## src/rtl/instr_fetch_unit.sv

```systemverilog
// Instruction-fetch front end: read handshake with instruction memory, hold word until acked.
// Optional request timeout with sticky fault is enabled by defining FETCH_TIMEOUT_EN.
module instr_fetch_unit #(
   parameter int WORD_SIZE = 16,
   parameter int TIMEOUT   = 15
) (
   input  logic                 clk,
   input  logic                 reset,
   input  logic [WORD_SIZE-1:0] pc_in,
   input  logic                 instr_ack,
   output logic                 mem_read_m,
   output logic [WORD_SIZE-1:0] mem_address,
   input  logic [WORD_SIZE-1:0] mem_data,
   input  logic                 mem_input_ready,
   output logic [WORD_SIZE-1:0] instruction,
   output logic                 instr_valid,
   output logic [WORD_SIZE-1:0] num_inst,
   output logic                 fetch_fault
);

   if (TIMEOUT < 1) begin : g_bad_timeout
      $error("TIMEOUT must be at least 1");
   end

`ifdef FETCH_TIMEOUT_EN
   typedef enum logic [1:0] {
      S_IDLE,
      S_REQ,
      S_VALID,
      S_FAULT
   } state_t;
`else
   typedef enum logic [1:0] {
      S_IDLE,
      S_REQ,
      S_VALID
   } state_t;
`endif

   state_t state_q;
   state_t state_d;

   logic   capture;
   logic   accept;

   assign capture = (state_q == S_REQ) && mem_input_ready;
   assign accept  = (state_q == S_VALID) && instr_ack;

`ifdef FETCH_TIMEOUT_EN
   localparam int CW = $clog2(TIMEOUT + 1);
   localparam logic [CW-1:0] TMO_LAST = CW'(TIMEOUT - 1);

   logic [CW-1:0] tmo_cnt;
   logic          tmo_hit;

   assign tmo_hit = (tmo_cnt == TMO_LAST);

   // Held at zero outside S_REQ, so every entry into S_REQ starts a fresh count.
   always_ff @(posedge clk) begin
      if (reset || state_q != S_REQ) begin
         tmo_cnt <= '0;
      end else if (!mem_input_ready) begin
         tmo_cnt <= tmo_cnt + 1'b1;
      end
   end
`endif

   always_ff @(posedge clk) begin
      if (reset) begin
         state_q <= S_IDLE;
      end else begin
         state_q <= state_d;
      end
   end

   always_comb begin
      state_d = state_q;
      case (state_q)
         S_IDLE: begin
            state_d = S_REQ;
         end
         S_REQ: begin
            // A response on the final allowed cycle still counts as a capture.
            if (mem_input_ready) begin
               state_d = S_VALID;
`ifdef FETCH_TIMEOUT_EN
            end else if (tmo_hit) begin
               state_d = S_FAULT;
`endif
            end
         end
         S_VALID: begin
            if (instr_ack) begin
               state_d = S_REQ;
            end
         end
`ifdef FETCH_TIMEOUT_EN
         S_FAULT: begin
            state_d = S_FAULT;
         end
`endif
         default: begin
            state_d = S_IDLE;
         end
      endcase
   end

   always_ff @(posedge clk) begin
      if (reset) begin
         mem_address <= '0;
         instruction <= '0;
         num_inst    <= '0;
      end else begin
         if (capture) begin
            instruction <= mem_data;
         end
         if (accept) begin
            mem_address <= pc_in;
            num_inst    <= num_inst + 1'b1;
         end
      end
   end

   assign mem_read_m  = (state_q == S_REQ);
   assign instr_valid = (state_q == S_VALID);

`ifdef FETCH_TIMEOUT_EN
   assign fetch_fault = (state_q == S_FAULT);
`else
   assign fetch_fault = 1'b0;
`endif

endmodule

```

## config.mk

```make
export PLATFORM = sky130hd
export DESIGN_NAME = instr_fetch_unit
export DESIGN_NICKNAME = d
export VERILOG_FILES = /design/src/rtl/instr_fetch_unit.sv
export SDC_FILE = /design/constraint.sdc
export NUM_CORES = 1
export LEC_CHECK = 0
export CAP_MARGIN = 30
export CORE_UTILIZATION = 40
export DETAILED_ROUTE_END_ITERATION = 7
export MAX_ROUTING_LAYER = met4
export PLACE_DENSITY = 0.75
export SYNTH_ARGS = -nofsm -noshare
export SYNTH_HDL_FRONTEND = slang
export SYNTH_SLANG_ARGS = --single-unit
```

## constraint.sdc

```tcl
create_clock -name clk -period 3.3 [get_ports clk]
set_input_delay 0.825 -clock clk [delete_from_list [all_inputs] [get_ports clk]]
set_output_delay 0.825 -clock clk [all_outputs]
set_load 0.1 [all_outputs]
```

# After elaboration in Yosys (flattened, before gate mapping)
# Index checks and enable logic that the tools add are counted.
[totals]
register_bits = 50
input_bits = 36
output_inout_bits = 51
[op_classes]
addsub = 1
eq_ne = 4
mux = 3
n_reduce_logical = 4
[op_table]
columns = ["cell", "count"]
rows = [
  ["$add A16 B1 Y16 const B", 1],
  ["$pmux W2 S3", 1],
  ["$mux W2", 2],
  ["$eq A2 B1 Y1 const B", 1],
  ["$eq A2 B2 Y1 const B", 1],
  ["$logic_and A1 B1 Y1", 2],
  ["$logic_not A2 Y1", 1],
  ["$ne A2 B1 Y1 const B", 1],
  ["$ne A2 B2 Y1 const B", 1],
  ["$reduce_and A2 Y1", 1],
]

# Logic depth before layout (Yosys ltp)
# Gate-level depths: netlist of run 1.
[depth]
ltp_word = 3
mapped_depth = 6

# Worst setup path after synthesis of run 1
# No wires, ideal clock.
[synth_timing]
kind = "register to output"
start = "register state_q[1]"
end = "output instr_valid"
arrival_time_ns = 1.831
required_time_ns = 2.475
setup_slack_ns = 0.644
path_stages_with_launch = 3
path_buffers = 1
path_cell_list = "dfxtp_1 buf_2 nor2b_1"
[synth_via]
elab_chain_cells = 1
[synth_lines]
columns = ["item", "line_no", "text"]
rows = [
  ["from (decl)", "40", "state_t state_q;"],
  ["from (signal assigned)", "72", "state_q <= state_d;"],
  ["$eq A2 B2 Y1", "125", "assign instr_valid = (state_q == S_VALID);"],
  ["to (decl)", "16", "output logic instr_valid,"],
]
# No other way between the ends.

# Final worst setup path of run 1
[layout_timing]
start = "input instr_ack"
end = "register num_inst[15]"
[layout_via]
elab_chain_cells = 1
[layout_lines]
columns = ["item", "line_no", "text"]
rows = [
  ["from (decl)", "10", "input logic instr_ack,"],
  ["$logic_and A1 B1 Y1", "47", "assign accept = (state_q == S_VALID) && instr_ack;"],
  ["to (signal assigned)", "119", "num_inst <= num_inst + 1'b1;"],
  ["to (decl)", "17", "output logic [WORD_SIZE-1:0] num_inst,"],
]
# No other way between the ends.
# A chain may end at the register's enable or synchronous reset.

==> results of run 1 <==
## metrics by stage
| step | hold WS (ns) | area [µm²] | utilization (%) | setup WS [ns] |
|---|---|---|---|---|
| global placement | 0.442 | 2700 | 57.6 | 0.841 |
| floorplan | 0.544 | 1940 | - | 0.644 |
| global route | 0.480 | 2780 | 59.3 | 0.974 |
| detailed placement | 0.448 | 2700 | 57.6 | 0.831 |
| CTS | 0.460 | 2780 | 59.3 | 1.14 |
| finish | 0.457 | 2780 | 59.3 | 1.12 |
## power breakdown
group | switching [µW] | internal [µW] | total (µW)
clock | 179 | 162 | 340
sequential | 10.1 | 618 | 628
combinational | 155 | 67.9 | 223
## cell families (layout without fill, tap and decap cells)
group,Yosys count,after routing,share of synthesized area (%)
AOI/OAI and AO/OA,46,46,12.5
xor gates and xnor gates,10,10,4.50
adders and majority gates,1,1,0.643
buffers and inverters,20,100,4.12
DFF,50,50,51.5
other,1,1,0.193
and+or+nand+nor,112,112,26.5
## area by class of cell
type | instances | area, µm² | area share, %
flip-flops and latches | 50 | 1000 | 36.0
multi-input cells | 170 | 863 | 31.0
repair buffers | 89 | 751 | 27.0
clock buffers | 6 | 82.6 | 2.97
well taps | 54 | 67.6 | 2.43
inverters | 5 | 18.8 | 0.674
## worst max-delay path, stage by stage
cell and delay (ns):
clkdlybuf4s50_1 0.55, nand3b_1 0.11, nor3_1 0.19, buf_4 0.15, or4b_1 0.43, a21oi_1 0.14
## worst min-delay path by stage
stage	to	start	slack (ns)	cells past startpoint
floorplan	state_q[0]	state_q[0]	0.54	3
global placement	mem_address[15]	mem_address[15]	0.44	2
detailed placement	instruction[0]	instruction[0]	0.45	2
CTS	instruction[0]	instruction[0]	0.46	2
global route	instruction[8]	instruction[8]	0.48	2
finish	instruction[6]	instruction[6]	0.46	2
## registers in the layout (all words and copies together), names as in the netlist
| register | cells |
|---|---|
| state_q | 2 |
| num_inst | 16 |
| mem_address | 16 |
| instruction | 16 |
## cells in the final DEF, fill, tap and decap left out, types with 2 or more instances in the layout
master / Yosys / final
clkbuf_8: 0 / 6
nand4_1: 4 / 4
nor4_1: 4 / 4
a21oi_1: 41 / 41
buf_4: 1 / 54
a31o_2: 2 / 2
clkdlybuf4s50_1: 0 / 34
xnor2_1: 7 / 7
nor3_1: 3 / 3
inv_1: 5 / 5
xor2_1: 3 / 3
dfxtp_1: 50 / 50
nand3_1: 4 / 4
nor2_1: 15 / 15
nand2_1: 71 / 71
## routing by layer
| layer | routed length (µm) | global-route usage, % | vias to the layer above |
|---|---|---|---|
| met1 | 2120 | 22.3 | 849 |
| met2 | 2160 | 30.9 | 57 |
| li1 | - | - | 951 |
| met3 | 223 | 4.36 | 0 |
| met5 | 0 | - | - |
| met4 | 0 | 4.36 | 0 |
==> metrics.cfg, run 1 <==
[run_status]
outcome = finished, violations left
violations = DRC

[logic_synthesis]
synth_cells = 240
synthesis.nets = 277
yosysTopAreaCell = dfxtp_1
synth_area_leaders = dfxtp_1 51%, nand2_1 14%, a21oi_1 11%
netlist_area_mm2 = 0.00194
yosysSeqAreaShare_pct = 51.5
synth_cell_type_count = 32
synth-seq-cells = 50
synth-edff-count = 0
yosys-top-cells-count = 71 x nand2_1, 50 x dfxtp_1, 41 x a21oi_1
syn_area_per_cell_um2 = 8.10
synth_top_area_share_pct = 51.5
yosys_warnings = 0
synth_most_common_cell = nand2_1
synthArstFlopShare_pct = 0
ys.flop_type = dfxtp_1

[timing]
skew_ns = 0.00682
finalSetupViolations = 0
hold_viol = 0
maxSlewViolCount = 0
rsz0062_at_grt = false
tightest_slew_ns = 0.906
fin_crit_sh_pct = 66.2
fmax_mhz = 458
min_period_ns = 2.18
maxSlewHeadroom_pct = 39.6
setup_tns_ns = 0

[grt]
grt_pass1_vias = 1701
gr-usage-all-layers_pct = 18.4
antenna_found_initial = 0
overflow = 0
grt_pass1_wl_um = 7420
grt_max_degree = 51

[clock_tree]
clockRootBuffer = clkbuf_8
cts_buffer_depth = 2
htreeDepth = 2
clk-insertion-delay-late_ns = 0.29
ctsResizeCount = 0
clk_pin_slew_ns = 0.08
hold_buffers = 0
cts.sinks = 50
cts_setup_buffers = 0
cts_buffers = 5
cts_tree = done

[die]
initial_core_util_pct = 41.4
die_h_um = 71.7
rows = 25
die_area_mm2 = 0.00514
coreArea_mm2 = 0.00469
die_w_um = 71.7
io_pins = 87

[routing]
finalWirelength_um = 4500
ant_nets = 0
wl_per_cell_um = 12.0
drtIter0Drc = 99
first_pass_iters = 6
vias = 1857
vias_per_cell = 4.97
drc = 1

[power]
power.density_mw_per_mm2 = 428
total_power_uw = 1190
leakage_uw = 0.00109
max-vdd-ir-drop_v = 0.000262

[setup_path]
critPathLaunchType = input port
critPathMaxFanout = 5
critPathRequiredTime_ns = 3.52
crit_arrival_ns = 2.41
path_class = input port to flip-flop
r2r_end = num_inst[14]
r2r_cells = 4
worstSetupEndpoint = num_inst[15]
end_kind = flip-flop
startpoint = instr_ack
reg2reg_from = num_inst[2]
reg2reg_slack_ns = 1.45

[place]
placedCellCount = 368
globalplace.congestion = 0.768
dp_hpwl_um = 3200
io_buffers = 85

[layout]
diodes = 0
final_cells = 374
area_growth_pct = 43.2
nets = 358
drive_gt1_share_pct = 21.3
nFillCells = 434

[hold_path]
hp-class = flip-flop to flip-flop

[run]
max_cap_violations = 0

Power figures use the tool's default switching activity.
==> inputs of run 2 (changes only) <==
==> constraint.sdc (replaced) <==
create_clock -name clk -period 2.22 [get_ports clk]
set_input_delay 0.555 -clock clk [delete_from_list [all_inputs] [get_ports clk]]
set_output_delay 0.555 -clock clk [all_outputs]
set_load 0.1 [all_outputs]
==> run 2 against run 1 <==
The flow now finishes without violations. Flip-flop and latch count did not move. Critical path depth unchanged. Die area unchanged. Core utilization up 1.5 points. Sequential share of layout area down 0.43 points. Count of clock-buffer cells in the layout increased by 1. Final cell count increased by 0.80%. Critical path type unchanged. Critical endpoint is now num_inst[9]. Largest power group unchanged.
==> metrics.cfg, run 2 (synthesized netlist as in run 1, its figures left out) <==
[run_status]
outcome = finished clean

[die]
die_w_um = 71.7  ; unchanged
die_area_mm2 = 0.00514  ; unchanged
initial_core_util_pct = 41.4  ; unchanged
die_h_um = 71.7  ; unchanged
coreArea_mm2 = 0.00469  ; unchanged
rows = 25  ; unchanged
io_pins = 87  ; unchanged

[grt]
gr-usage-all-layers_pct = 18.7  ; +0.27 points
grt_max_degree = 51  ; unchanged
overflow = 0  ; unchanged
grt_pass1_vias = 1678  ; -1.4%
antenna_found_initial = 0  ; unchanged
grt_pass1_wl_um = 7470  ; +0.55%

[timing]
skew_ns = 0.00318  ; -0.00365 ns
rsz0062_at_grt = false
maxSlewHeadroom_pct = 65.9  ; +26 points
fmax_mhz = 544
maxSlewViolCount = 0  ; unchanged
fin_crit_sh_pct = 82.9
hold_viol = 0  ; unchanged
setup_tns_ns = 0  ; unchanged
tightest_slew_ns = 0.512  ; -0.394 ns
finalSetupViolations = 0  ; unchanged
min_period_ns = 1.84

[clock_tree]
cts_tree = done
cts.sinks = 50  ; unchanged
cts_buffer_depth = 2  ; unchanged
hold_buffers = 0  ; unchanged
clockRootBuffer = clkbuf_8
cts_buffers = 5  ; unchanged
htreeDepth = 2  ; unchanged
clk_pin_slew_ns = 0.09  ; about the same
clk-insertion-delay-late_ns = 0.29  ; about the same
ctsResizeCount = 0  ; unchanged
cts_setup_buffers = 0  ; unchanged

[setup_path]
critPathLaunchType = input port
critPathRequiredTime_ns = 2.38  ; -1.14 ns
end_kind = flip-flop
cp_slowest_cell = clkdlybuf4s50_1
reg2reg_slack_ns = 0.48  ; -0.97 ns
crit_arrival_ns = 2.00  ; -0.41 ns
cp_cell_sequence = clkdlybuf4s50_1 -> nand3b_1 -> buf_4 -> nor4_1 -> xnor2_1 -> nor2_1
max_stage_delay_ns = 0.54  ; about the same
path_class = input port to flip-flop
critPathMaxFanout = 20  ; +15

[layout]
reg_top3 = instruction x16, mem_address x16, num_inst x16
nFillCells = 446  ; +2.8%
final_cell_mix = 71 x nand2_1, 52 x buf_4, 41 x a21oi_1, 39 x dfxtp_1, 34 x clkdlybuf4s50_1
area_growth_pct = 46.9
nets = 359  ; +0.28%
final_area_mm2 = 0.00286  ; +2.6%
drive_gt1_share_pct = 25.7  ; +4.4 points
final_common_cell = nand2_1
diodes = 0  ; unchanged

[place]
io_buffers = 85  ; unchanged
placed_area_mm2 = 0.00277  ; +2.4%
dp_hpwl_um = 3160  ; -1.4%
globalplace.congestion = 0.781  ; +1.7%

[routing]
finalWirelength_um = 4570  ; +1.5%
drtIter0Drc = 109  ; +10%
vias = 1883  ; +1.4%
drc = 0  ; -1
wl_per_cell_um = 12.1  ; +0.70%
vias_per_cell = 4.99  ; +0.59%
ant_nets = 0  ; unchanged
first_pass_iters = 4  ; -2

[hold_path]
hp-class = flip-flop to flip-flop

[power]
leakage_uw = 0.00112  ; +2.3%
power.density_mw_per_mm2 = 636  ; +49%
max-vdd-ir-drop_v = 0.000399  ; +52%

[run]
max_cap_violations = 0  ; unchanged

## run 2: critical path: cells and delay by family
family | cells | cell delay, ns
xor gates and xnor gates | 1 | 0.16
and+or+nand+nor | 3 | 0.52
buffers and inverters | 2 | 0.77
## run 2: path summary, 6_finish.rpt
path / from / end / cells after the start
worst max-delay path: instr_ack / num_inst[9] / 6
worst min-delay path: instruction[13] / instruction[13] / 2
worst max register to register: num_inst[2] / num_inst[14] / 4
worst min register to register: instruction[13] / instruction[13] / 2
## run 2: per-layer routing
metal  GRT usage [%]  wire (µm)
met5               -          0
met4            4.58         15
met3            4.78        253
met2            30.9       2160
met1            22.8       2140
## run 2: final cells by class
cell class                      instances  area (µm²)  share of cell area, %
Multi-Input combinational cell        170         868                   30.4
Sequential cell                        50        1010                   35.5
Clock buffer                            7        86.3                   3.02
Tap cell                               54        67.6                   2.37
Timing Repair Buffer                   90         796                   27.9
Inverter                                5        18.8                  0.657
Clock inverter                          1        5.00                  0.175
## run 2: per-stage QoR
| stage | util (%) | total power [µW] | std cells | hold slack, ns | setup WS [ns] |
|---|---|---|---|---|---|
| detailed placement | 58.9 | 1300 | 369 | 0.447 | 0.0714 |
| finish | 60.9 | 1820 | 377 | 0.457 | 0.381 |
| CTS | 60.9 | 1830 | 377 | 0.460 | 0.386 |
| global placement | 58.9 | 1300 | 369 | 0.442 | 0.113 |
| floorplan | - | 1180 | 240 | 0.572 | 0.00267 |
| global route | 60.9 | 1890 | 377 | 0.474 | 0.232 |
## run 2: where the power goes
group	internal (µW)	leakage, µW	switching [µW]
clock	252	0.0000482	287
combinational	110	0.000660	234
sequential	918	0.000411	14.9
